`config.mk`:
```
export PLATFORM = sky130hd
export DESIGN_NAME = jtag_vec_sequencer
export DESIGN_NICKNAME = d
export VERILOG_FILES = /design/src/rtl/jtag_vec_sequencer.sv
export SDC_FILE = /design/constraint.sdc
export NUM_CORES = 1
export LEC_CHECK = 0
export CAP_MARGIN = 20
export CELL_PAD_IN_SITES_DETAIL_PLACEMENT = 0
export CELL_PAD_IN_SITES_GLOBAL_PLACEMENT = 1
export CORE_UTILIZATION = 37
export CTS_BUF_LIST = sky130_fd_sc_hd__clkbuf_4 sky130_fd_sc_hd__clkbuf_8
export DETAILED_ROUTE_END_ITERATION = 8
export GPL_TIMING_DRIVEN = 0
export HOLD_SLACK_MARGIN = 0.12
export PLACE_DENSITY_LB_ADDON = 0.3
export SLEW_MARGIN = 20
export SYNTH_ARGS = -nofsm -noshare
export SYNTH_HDL_FRONTEND = slang
export SYNTH_SLANG_ARGS = --single-unit
```
`constraint.sdc`:
```
create_clock -name s_axi_aclk -period 12.6 [get_ports s_axi_aclk]
set_input_delay 2.52 -clock s_axi_aclk [delete_from_list [all_inputs] [get_ports s_axi_aclk]]
set_output_delay 2.52 -clock s_axi_aclk [all_outputs]
set_load 0.02 [all_outputs]
```
`src/rtl/jtag_vec_sequencer.sv`:
```
// jtag_vec_sequencer: splits one XVC shift command into engine runs of up to
// 32 bits. It returns one captured TDO word per run. A watchdog aborts the
// command when the engine never reports completion.
module jtag_vec_sequencer #(
  parameter int C_LEN_WIDTH    = 32,   // must be at least 6 so a full 32-bit run fits in rem
  parameter int C_DONE_TIMEOUT = 4096  // 0 disables the watchdog
) (
  input  logic                   s_axi_aclk,
  input  logic                   s_axi_aresetn,
  input  logic                   hdr_valid_i,
  output logic                   hdr_ready_o,
  input  logic [C_LEN_WIDTH-1:0] hdr_nbits_i,
  input  logic                   vec_valid_i,
  output logic                   vec_ready_o,
  input  logic [31:0]            vec_tms_i,
  input  logic [31:0]            vec_tdi_i,
  output logic                   tdo_valid_o,
  input  logic                   tdo_ready_i,
  output logic [31:0]            tdo_data_o,
  output logic                   tdo_last_o,
  output logic                   tdo_err_o,
  output logic                   jtag_en_o,
  output logic [31:0]            jtag_len_o,
  output logic [31:0]            jtag_tms_o,
  output logic [31:0]            jtag_tdi_o,
  input  logic [31:0]            jtag_tdo_i,
  input  logic                   jtag_done_i,
  output logic                   busy_o,
  output logic                   err_o,
  input  logic                   err_clr_i
);

  localparam int WD_W = (C_DONE_TIMEOUT > 1) ? $clog2(C_DONE_TIMEOUT) : 1;
  localparam logic [WD_W-1:0] WD_LAST = (C_DONE_TIMEOUT > 0) ? WD_W'(C_DONE_TIMEOUT - 1) : '0;

  // SETUP holds the loaded vectors steady for three edges before the engine
  // starts. This gives the minimum handshake-to-enable latency and a long low
  // time on jtag_en_o between runs.
  typedef enum logic [2:0] {
    ST_IDLE,
    ST_LOAD,
    ST_SETUP,
    ST_SHIFT,
    ST_OUT,
    ST_FLUSH
  } state_t;

  state_t                 state, state_nxt;
  logic [C_LEN_WIDTH-1:0] rem;
  logic [C_LEN_WIDTH-1:0] rem_after;
  logic [5:0]             run_len;
  logic [5:0]             len_q;
  logic [1:0]             setup_cnt;
  logic [WD_W-1:0]        wd_cnt;
  logic                   aborted;

  logic hdr_fire, vec_fire, tdo_fire, done_hit, wd_fire;

  assign hdr_ready_o = (state == ST_IDLE);
  assign vec_ready_o = (state == ST_LOAD) || (state == ST_FLUSH);
  assign busy_o      = (state != ST_IDLE);
  assign jtag_len_o  = {26'd0, len_q};

  assign hdr_fire = hdr_valid_i && hdr_ready_o;
  assign vec_fire = vec_valid_i && vec_ready_o;
  assign tdo_fire = tdo_valid_o && tdo_ready_i;
  assign done_hit = (state == ST_SHIFT) && jtag_done_i;
  // Completion on the timeout edge counts as success.
  assign wd_fire  = (C_DONE_TIMEOUT > 0) && (state == ST_SHIFT) && !jtag_done_i &&
                    (wd_cnt == WD_LAST);

  // Size of the next run: min(rem, 32). rem never wraps when this is subtracted.
  always_comb begin
    // NOTE: every signal assigned in always_comb gets a default first; a path that leaves it unassigned infers a latch.
    run_len = 6'd32;
    if (rem < C_LEN_WIDTH'(32)) run_len = rem[5:0];
    rem_after = rem - C_LEN_WIDTH'(run_len);
  end

  // State register.
  always_ff @(posedge s_axi_aclk or negedge s_axi_aresetn) begin
    // NOTE: sequential state uses non-blocking assignments so all flops update from pre-edge values.
    if (!s_axi_aresetn) state <= ST_IDLE;
    else                state <= state_nxt;
  end

  // Next-state decode.
  always_comb begin
    state_nxt = state;
    unique case (state)
      ST_IDLE:  if (hdr_fire && (hdr_nbits_i != '0)) state_nxt = ST_LOAD;
      ST_LOAD:  if (vec_fire) state_nxt = ST_SETUP;
      ST_SETUP: if (setup_cnt == 2'd0) state_nxt = ST_SHIFT;
      ST_SHIFT: if (done_hit || wd_fire) state_nxt = ST_OUT;
      ST_OUT: begin
        if (tdo_fire) begin
          if (aborted)         state_nxt = (rem != '0) ? ST_FLUSH : ST_IDLE;
          else if (tdo_last_o) state_nxt = ST_IDLE;
          else                 state_nxt = ST_LOAD;
        end
      end
      ST_FLUSH: if (vec_fire && (rem_after == '0)) state_nxt = ST_IDLE;
      default:  state_nxt = ST_IDLE;
    endcase
  end

  // Command datapath: remaining bits, engine vectors, watchdog and TDO output word.
  always_ff @(posedge s_axi_aclk or negedge s_axi_aresetn) begin
    if (!s_axi_aresetn) begin
      rem         <= '0;
      len_q       <= '0;
      jtag_tms_o  <= '0;
      jtag_tdi_o  <= '0;
      jtag_en_o   <= 1'b0;
      setup_cnt   <= '0;
      wd_cnt      <= '0;
      aborted     <= 1'b0;
      tdo_valid_o <= 1'b0;
      tdo_data_o  <= '0;
      tdo_last_o  <= 1'b0;
      tdo_err_o   <= 1'b0;
    end else begin
      if (hdr_fire) rem <= hdr_nbits_i;

      if (vec_fire) begin
        rem <= rem_after;
        // Flushed words only drain the bit count; they never reach the engine.
        if (state == ST_LOAD) begin
          len_q      <= run_len;
          jtag_tms_o <= vec_tms_i;
          jtag_tdi_o <= vec_tdi_i;
          setup_cnt  <= 2'd2;
        end
      end

      if (state == ST_SETUP) begin
        if (setup_cnt == 2'd0) begin
          jtag_en_o <= 1'b1;
          wd_cnt    <= '0;
        end else begin
          setup_cnt <= setup_cnt - 2'd1;
        end
      end

      if (done_hit) begin
        jtag_en_o   <= 1'b0;
        tdo_valid_o <= 1'b1;
        tdo_data_o  <= jtag_tdo_i;
        tdo_last_o  <= (rem == '0);
        tdo_err_o   <= 1'b0;
      end else if (wd_fire) begin
        jtag_en_o   <= 1'b0;
        aborted     <= 1'b1;
        tdo_valid_o <= 1'b1;
        tdo_data_o  <= '0;
        tdo_last_o  <= 1'b1;
        tdo_err_o   <= 1'b1;
      end else if (state == ST_SHIFT) begin
        wd_cnt <= wd_cnt + 1'b1;
      end

      if (tdo_fire) begin
        tdo_valid_o <= 1'b0;
        tdo_last_o  <= 1'b0;
        tdo_err_o   <= 1'b0;
        aborted     <= 1'b0;
      end
    end
  end

  // Sticky watchdog flag; a new abort beats a simultaneous clear.
  always_ff @(posedge s_axi_aclk or negedge s_axi_aresetn) begin
    if (!s_axi_aresetn)  err_o <= 1'b0;
    else if (wd_fire)    err_o <= 1'b1;
    else if (err_clr_i)  err_o <= 1'b0;
  end

endmodule

```
Word level (Yosys, flattened, before mapping)
Cells that the tools add are included.
{"block": "op_classes", "n_eq_ne": 13, "mul": 0, "order_cmp": 1, "n_addsub": 3, "div_mod_pow": 0, "n_reduce_logical": 29, "muxes": 39, "n_shift": 0, "bitwise": 0}
{"operator": "$mux W32", "count": 4}
{"operator": "$logic_not A32 Y1", "count": 2}
{"operator": "$reduce_bool A32 Y1", "count": 2}
{"operator": "$mux W12", "count": 5}
{"operator": "$lt A32 B6 Y1 const B", "count": 1}
{"operator": "$sub A32 B6 Y32", "count": 1}
{"operator": "$mux W3", "count": 8}
{"operator": "$pmux W3 S6", "count": 1}
{"operator": "$mux W1", "count": 16}
{"operator": "$add A12 B1 Y12 const B", "count": 1}
{"operator": "$eq A12 B12 Y1 const B", "count": 1}
{"operator": "$reduce_bool A3 Y1", "count": 4}
{"operator": "$logic_and A1 B1 Y1", "count": 8}
{"operator": "$mux W2", "count": 4}
{"operator": "$ne A2 B2 Y1 const B", "count": 4}
{"operator": "$reduce_bool A2 Y1", "count": 4}
{"operator": "$eq A3 B2 Y1 const B", "count": 2}
{"operator": "$eq A3 B3 Y1 const B", "count": 2}
{"operator": "$mux W6", "count": 1}
{"operator": "$ne A2 B1 Y1 const B", "count": 3}
{"operator": "$reduce_and A2 Y1", "count": 3}
{"operator": "$reduce_and A6 Y1", "count": 1}
{"operator": "$eq A3 B1 Y1 const B", "count": 1}
{"operator": "$logic_not A3 Y1", "count": 1}
{"operator": "other kinds (4)", "count": 5}
{"block": "totals", "ff_bits": 157, "elab_cells": 99, "in_bits": 135, "memories": 0, "romBits": 0, "latch_bits": 0, "output_inout_bits": 136, "ramBits": 0}

Longest topological paths before layout
Gate-level depths: netlist of run 1.
{"block": "depth", "depth_word": 7, "depth_mapped": 17, "depth_no_buf": 13}

Worst setup path after synthesis of run 1
Ideal clock, no wire load.
{"block": "synth_timing", "path_kind": "input to register", "from": "in vec_valid_i", "to": "reg state[0]", "n_path_buf": 0, "slack_ns": 8.571, "required_ns": 12.461, "path_stages": 8, "setup_ns": 0.139, "arrival_time_ns": 3.889, "cell_sequence": "nand3b_1 nor2_1 o2111ai_1 a221oi_1 nand4_1 or4_1 o31ai_2 o211ai_1"}
{"block": "synth_between", "elab_chain_len": 4, "elab_cells_between_ends": 5, "classes_between": "eq/ne: 2; reduce/logical: 3"}
{"element": "from (decl)", "line_no": "13", "text": "input logic vec_valid_i,"}
{"element": "$logic_and A1 B1 Y1 (*)", "line_no": "65", "text": "assign vec_fire = vec_valid_i && vec_ready_o;"}
{"element": "$logic_and A1 B1 Y1", "line_no": "102", "text": "ST_FLUSH: if (vec_fire && (rem_after == '0)) state_nxt = ST_IDLE;"}
{"element": "$ne A2 B1 Y1 (no line)"}
{"element": "$reduce_and A6 Y1 (no line) (*)"}
{"element": "to (signal assigned)", "line_no": "84", "text": "else state <= state_nxt;"}
{"element": "to (decl)", "line_no": "48", "text": "state_t state, state_nxt;"}
Every way passes the cells marked *; elsewhere a longest branch is shown, timed or not.
A chain may end at the register's enable or synchronous reset.

Worst setup path after layout of run 1
{"block": "layout_timing", "from": "reg state[2]", "to": "out hdr_ready_o"}
{"block": "layout_between", "elab_chain_len": 1}
{"element": "$logic_not A3 Y1", "line_no": "59", "text": "assign hdr_ready_o = (state == ST_IDLE);"}
{"element": "to (decl)", "line_no": "11", "text": "output logic hdr_ready_o,"}
No other way between the ends.

==> out/results.ini, run 1 <==
[run_status]
status=finished, final reports clean

[sta]
clock_skew_ns=0.0180
fmax_ghz=0.202
min_period_over_period_pct=39.3
rsz0062_at_grt=no
worst_slew_pin_slew_ns=1.07
min_period_ns=4.95
setup_viol=0
setup_tns_ns=0
slew_headroom_pct=28.3
finalHoldViolations=0
fin_ws_ns=7.65
final-max-slew-violation-count=0
hold-worst-slack_ns=0.478

[logic_synthesis]
ys.flop_type=dfrtp_1
synth_enable_flop_cells=0
synth.ff_latch_count=157
synthCells=919
async_flop_share_pct=100
ys_seq_area_share_pct=50.3
syn-cell-area_um2=7810
yosysWarnings=0
synth.distinct_cells=65
syn_area_per_cell_um2=8.50

[clock_network]
worstSkewPairLatency_ns=0.47
clockRootBuffer=clkbuf_8
hold_buffers=0
cts_tree=done
clock_sinks=157
clk_pin_slew_worst_paths_ns=0.09
post_cts_buffers=0
cts_made_buffers=17
cts_resized=0
clockBufferDepth=2
h-tree-depth=4

[power_and_ir_drop]
power.density_nw_per_um2=229
vdd_drop_max_v=0.000105
p_leak_uw=0.00492

[grt]
grt_pass1_wl_um=39700
grt_max_degree=87
antenna_found_initial=0
overflow=0
grt_pass1_vias=7175
grt.total_usage_pct=23.7

[worst_hold_path]
hold_depth=2
hold_start=jtag_tdi_o[26]
min_path_type=register to register

[cells_and_area]
utilization_pct=54.5
final_common_cell=nand2_1
fillers=2000
most-common-layout-cells=nand2_1, clkdlybuf4s50_1, dfrtp_1
nets=1346
drive_gt1_share_pct=7.04
diodes=0
syn2layout_area_growth_pct=42.8

[job]
max_cap_violations=0

[critical_path]
path_class=register to output pin
r2r_cells=15
path_max_fanout=10
crit_required_ns=10.08
arrival_ns=2.43
endpoint_kind=output pin
rr_startpoint=rem[13]
startpoint_type=register
worstSetupStartpoint=state[2]

[placed_design]
pre_cts_ws_ns=7.42
hpwl_um=18900
portBuffers=244
gp_congestion=0.895

[route]
wl_per_cell_um=17.1
wl_um=25500
postRouteAntennaNets=0
route.vias.total=7629
via_per_inst=5.11
drt-pass1-iter-count=6
drc=0
drt_iter0_drc=691

[floorplan]
start_util_pct=38.1
die_area_um2=21700
die_width_um=147
fp-row-count=52
die_h_um=147
core-area_um2=20500
ios=271

[cells in the mapped netlist (7+ instances only)]
cell type  number  area, um2
clkbuf_1       49        184
nand4_1         9       56.3
or3_1          10       62.6
or4_1           9       67.6
nor4_1         15       93.8
buf_4          26        195
nand3_1        22        110
nor3_1         22        110
dfrtp_1       157       3930
nand2_1       323       1210
o21ai_0        73        365
and2_1          7       43.8
nor2_1         37        139
a221o_1        12        120
a21oi_1        17       85.1
inv_1           8       30.0
[kinds of logic (layout without fill, tap and decap cells)]
kind of cell / Yosys count / in the layout / share of synthesized area, %
compound gates: 153 / 153 / 12.9
xor+xnor: 11 / 11 / 1.23
fa+ha+maj: 2 / 2 / 0.320
buf+inv: 93 / 370 / 5.96
flops: 157 / 157 / 50.3
mux: 2 / 2 / 0.272
other cells: 1 / 27 / 0.0480
simple gates: 500 / 500 / 29.0
[worst max-delay path, cell delays in order (launching register included)]
cell and delay, ns:
dfrtp_1 0.39, clkbuf_1 0.21, nor3_1 0.64, clkdlybuf4s50_1 0.73
[cell type report]
cell class | instances | area (um2) | share of cell area [%]
multi-input cells | 695 | 3520 | 31.6
clock inverters | 13 | 168 | 1.50
flip-flops and latches | 157 | 3930 | 35.2
clock buffers | 19 | 262 | 2.34
plain buffers | 85 | 435 | 3.90
well taps | 270 | 338 | 3.03
inverters | 8 | 30.0 | 0.269
repair buffers | 245 | 2470 | 22.2
[stage by stage]
stage / instance area, um2 / total power (uW) / instances
after detailed placement: 10700 / 2140 / 1460
after global placement: 10700 / 2120 / 1459
final: 11200 / 2550 / 1492
after CTS: 11200 / 2560 / 1492
after global routing: 11200 / 2720 / 1492
after floorplan: 7910 / 1560 / 945
[layer usage]
layer	wire [um]	vias up	GRT usage, %
met1	11100	3607	31.2
li1	-	3664	-
met2	11900	323	37.9
met4	495	0	7.63
met3	1960	35	6.15
met5	0	-	0
[registers in the layout (all words and copies together) (netlist names), 3 cells and up, named ones only]
register / cells
jtag_tms_o: 32
rem: 32
len_q: 6
state: 3
jtag_tdi_o: 32
wd_cnt: 12
tdo_data_o: 32
[power breakdown]
| group | internal (uW) | switching (uW) |
|---|---|---|
| Clock | 195 | 217 |
| Combinational | 540 | 739 |
| Sequential | 710 | 149 |
[path summary, 6_finish.rpt]
check | end | slack, ns
min | jtag_tdi_o[26] | 0.48
min reg2reg | jtag_tdi_o[26] | 0.48
max reg2reg | state[0] | 7.80
min in group asynchronous | err_o | 2.01
max in group asynchronous | rem[10] | 9.76
max | hdr_ready_o | 7.65
No activity file was read; power rests on OpenSTA's default activity.
==> inputs of run 2 (changes only) <==
- CORE_UTILIZATION: 37 -> 34
- clock period: 12.6 -> 4.56 ns (I/O delays scaled with it)
==> run 2 against run 1 <==
  * Via count shrank 0.12%
  * Die area grew 8.7%
  * Cell count grew 1.1%
  * Worst setup slack lost 7.3 ns
  * Largest power group unchanged
  * Highest routed layer unchanged
==> out/results.ini, run 2 (same netlist as run 1, synthesis figures left out) <==
[sta]
min_period_over_period_pct=93.0
slew_headroom_pct=28.7  ; was 28.3%
fmax_ghz=0.236
final-max-slew-violation-count=0  ; unchanged
min_period_ns=4.24
hold-worst-slack_ns=0.394  ; was 0.478 ns
rsz0062_at_grt=no  ; unchanged
setup_viol=0  ; unchanged
clock_skew_ns=0.0141  ; was 0.0180 ns
worst_slew_pin_slew_ns=1.06  ; was 1.07 ns
setup_tns_ns=0  ; unchanged
finalHoldViolations=0  ; unchanged

[clock_network]
cts_tree=done  ; unchanged
clk_pin_slew_worst_paths_ns=0.10  ; was 0.09 ns
clockBufferDepth=2  ; unchanged
hold_buffers=0  ; unchanged
clock_sinks=157  ; unchanged
worstSkewPairLatency_ns=0.46  ; was 0.47 ns
cts_made_buffers=17  ; unchanged
clockRootBuffer=clkbuf_8  ; unchanged
h-tree-depth=4  ; unchanged

[critical_path]
path_class=register to register  ; was register to output pin
path_buf_inv=2  ; unchanged
arrival_ns=4.57  ; was 2.43 ns
path_max_fanout=10  ; unchanged
startpoint_type=register  ; unchanged
crit_family=simple AND/OR/NAND/NOR gates  ; was buffers and inverters
crit_required_ns=4.89  ; was 10.08 ns
critPathSlowestCell=or4_4  ; was clkdlybuf4s50_1
endpoint_kind=register  ; was output pin
path_cells=buf_2, or4_4, nor3_4, nand3_1, buf_2, nand2_1, ha_1, or3b_2, a2111oi_2, o2111ai_1, a221oi_1, nand4_1, or4_1, o31ai_4, o211ai_1  ; was clkbuf_1, nor3_1, clkdlybuf4s50_1
cpMostUsedCell=buf_2
cpPeakStageDelay_ns=0.57  ; was 0.73 ns

[floorplan]
die_width_um=154  ; was 147 um
die_area_um2=23600  ; was 21700 um2
core-area_um2=22600  ; was 20500 um2
die_h_um=154  ; was 147 um
ios=271  ; unchanged
start_util_pct=34.6  ; was 38.1%
fp-row-count=55  ; was 52

[route]
met3_length_um=1800  ; was 1960 um
drt_iter0_drc=628  ; was 691
wl_per_cell_um=17.6  ; was 17.1 um
highest_layer=met4  ; unchanged
postRouteAntennaNets=0  ; unchanged
wl_met1_um=11500  ; was 11100 um
drc=0  ; unchanged
route.vias.total=7620  ; was 7629
wl_um=26600  ; was 25500 um
drt-pass1-iter-count=6  ; unchanged
wl_met2_um=12500  ; was 11900 um
via_per_inst=5.05  ; was 5.11

[power_and_ir_drop]
p_leak_uw=0.00494  ; was 0.00492 uW
power.density_nw_per_um2=632  ; was 229 nW/um2
vdd_drop_max_v=0.000234  ; was 0.000105 V

[worst_hold_path]
min_path_type=input pin to async pin  ; was register to register

[grt]
antenna_found_initial=0  ; unchanged
overflow=0  ; unchanged
grt_max_degree=91  ; was 87
grt.total_usage_pct=22.6  ; was 23.7%
grt_pass1_wl_um=41400  ; was 39700 um
grt_pass1_vias=7294  ; was 7175

[cells_and_area]
most-common-layout-cells=nand2_1, clkdlybuf4s50_1, dfrtp_1  ; unchanged
nets=1349  ; was 1346
final_cells=1509  ; was 1492
syn2layout_area_growth_pct=43.7  ; was 42.8%
utilization_pct=49.8  ; was 54.5%
final_common_cell=nand2_1  ; unchanged
stdcell_area_um2=11200  ; about the same
diodes=0  ; unchanged
drive_gt1_share_pct=7.68  ; was 7.04%
fillers=2202  ; was 2000

[job]
max_cap_violations=0  ; unchanged

[placed_design]
place_area_um2=10700  ; about the same
dp.cells=1475  ; was 1460
portBuffers=244  ; unchanged
gp_congestion=0.880  ; was 0.895
hpwl_um=19400  ; was 18900 um

[run_status]
status=finished, final reports clean  ; unchanged

[run 2: area by class of cell]
type                    count  area, um2  area share, %
flip-flops and latches    157       3930           35.0
clock inverters            12        153           1.36
plain buffers              83        429           3.82
multi-input cells         695       3560           31.7
inverters                   8       30.0          0.267
repair buffers            250       2510           22.4
clock buffers              19        262           2.33
well taps                 285        357           3.18
[run 2: power breakdown]
part           total [uW]  internal [uW]  leakage (uW)  switching, uW
combinational        3590           1520       0.00275           2070
clock                1120            528      0.000203            590
sequential           2390           1960       0.00199            425
[run 2: worst register-to-register path, stage by stage (launching register included)]
cell and delay (ns):
dfrtp_1 0.36, buf_2 0.17, or4_4 0.57, nor3_4 0.26
nand3_1 0.13, buf_2 0.20, nand2_1 0.09, ha_1 0.15
or3b_2 0.46, a2111oi_2 0.30, o2111ai_1 0.20, a221oi_1 0.24
nand4_1 0.13, or4_1 0.51, o31ai_4 0.23, o211ai_1 0.11
[run 2: timing repair]
| action | in CTS | in global routing |
|---|---|---|
| resized for setup | 2 | 8 |
| buffers inserted | 2 | 3 |
| pin swaps | 2 | 1 |
| endpoints found under the setup margin | 2 | 2 |
[run 2: path summary, 6_finish.rpt]
| path | start | to | slack, ns | depth (start not counted) |
|---|---|---|---|---|
| worst max-delay path | rem[23] | state[0] | 0.32 | 15 |
| worst min-delay path | s_axi_aresetn | wd_cnt[5] | 0.39 | 1 |
| worst max register to register | rem[23] | state[0] | 0.32 | 15 |
| worst min register to register | jtag_tdi_o[14] | jtag_tdi_o[14] | 0.48 | 2 |
| max in group asynchronous | s_axi_aresetn | jtag_tms_o[21] | 3.31 | 2 |
| min in group s_axi_aclk | jtag_tdi_o[14] | jtag_tdi_o[14] | 0.48 | 2 |
[run 2: through the flow]
stage	worst slack, ns	power [uW]
after detailed placement	-0.125	5930
after CTS	0.0417	7090
after global routing	0.0313	7580
after global placement	-4.44	5880
final	0.321	7100
after floorplan	0.556	4310
[run 2: layer usage]
| layer | up-vias | global-route usage, % |
|---|---|---|
| li1 | 3688 | - |
| met1 | 3603 | 29.5 |
| met2 | 290 | 36.4 |
| met3 | 39 | 5.13 |
| met4 | 0 | 8.76 |
| met5 | - | 0 |
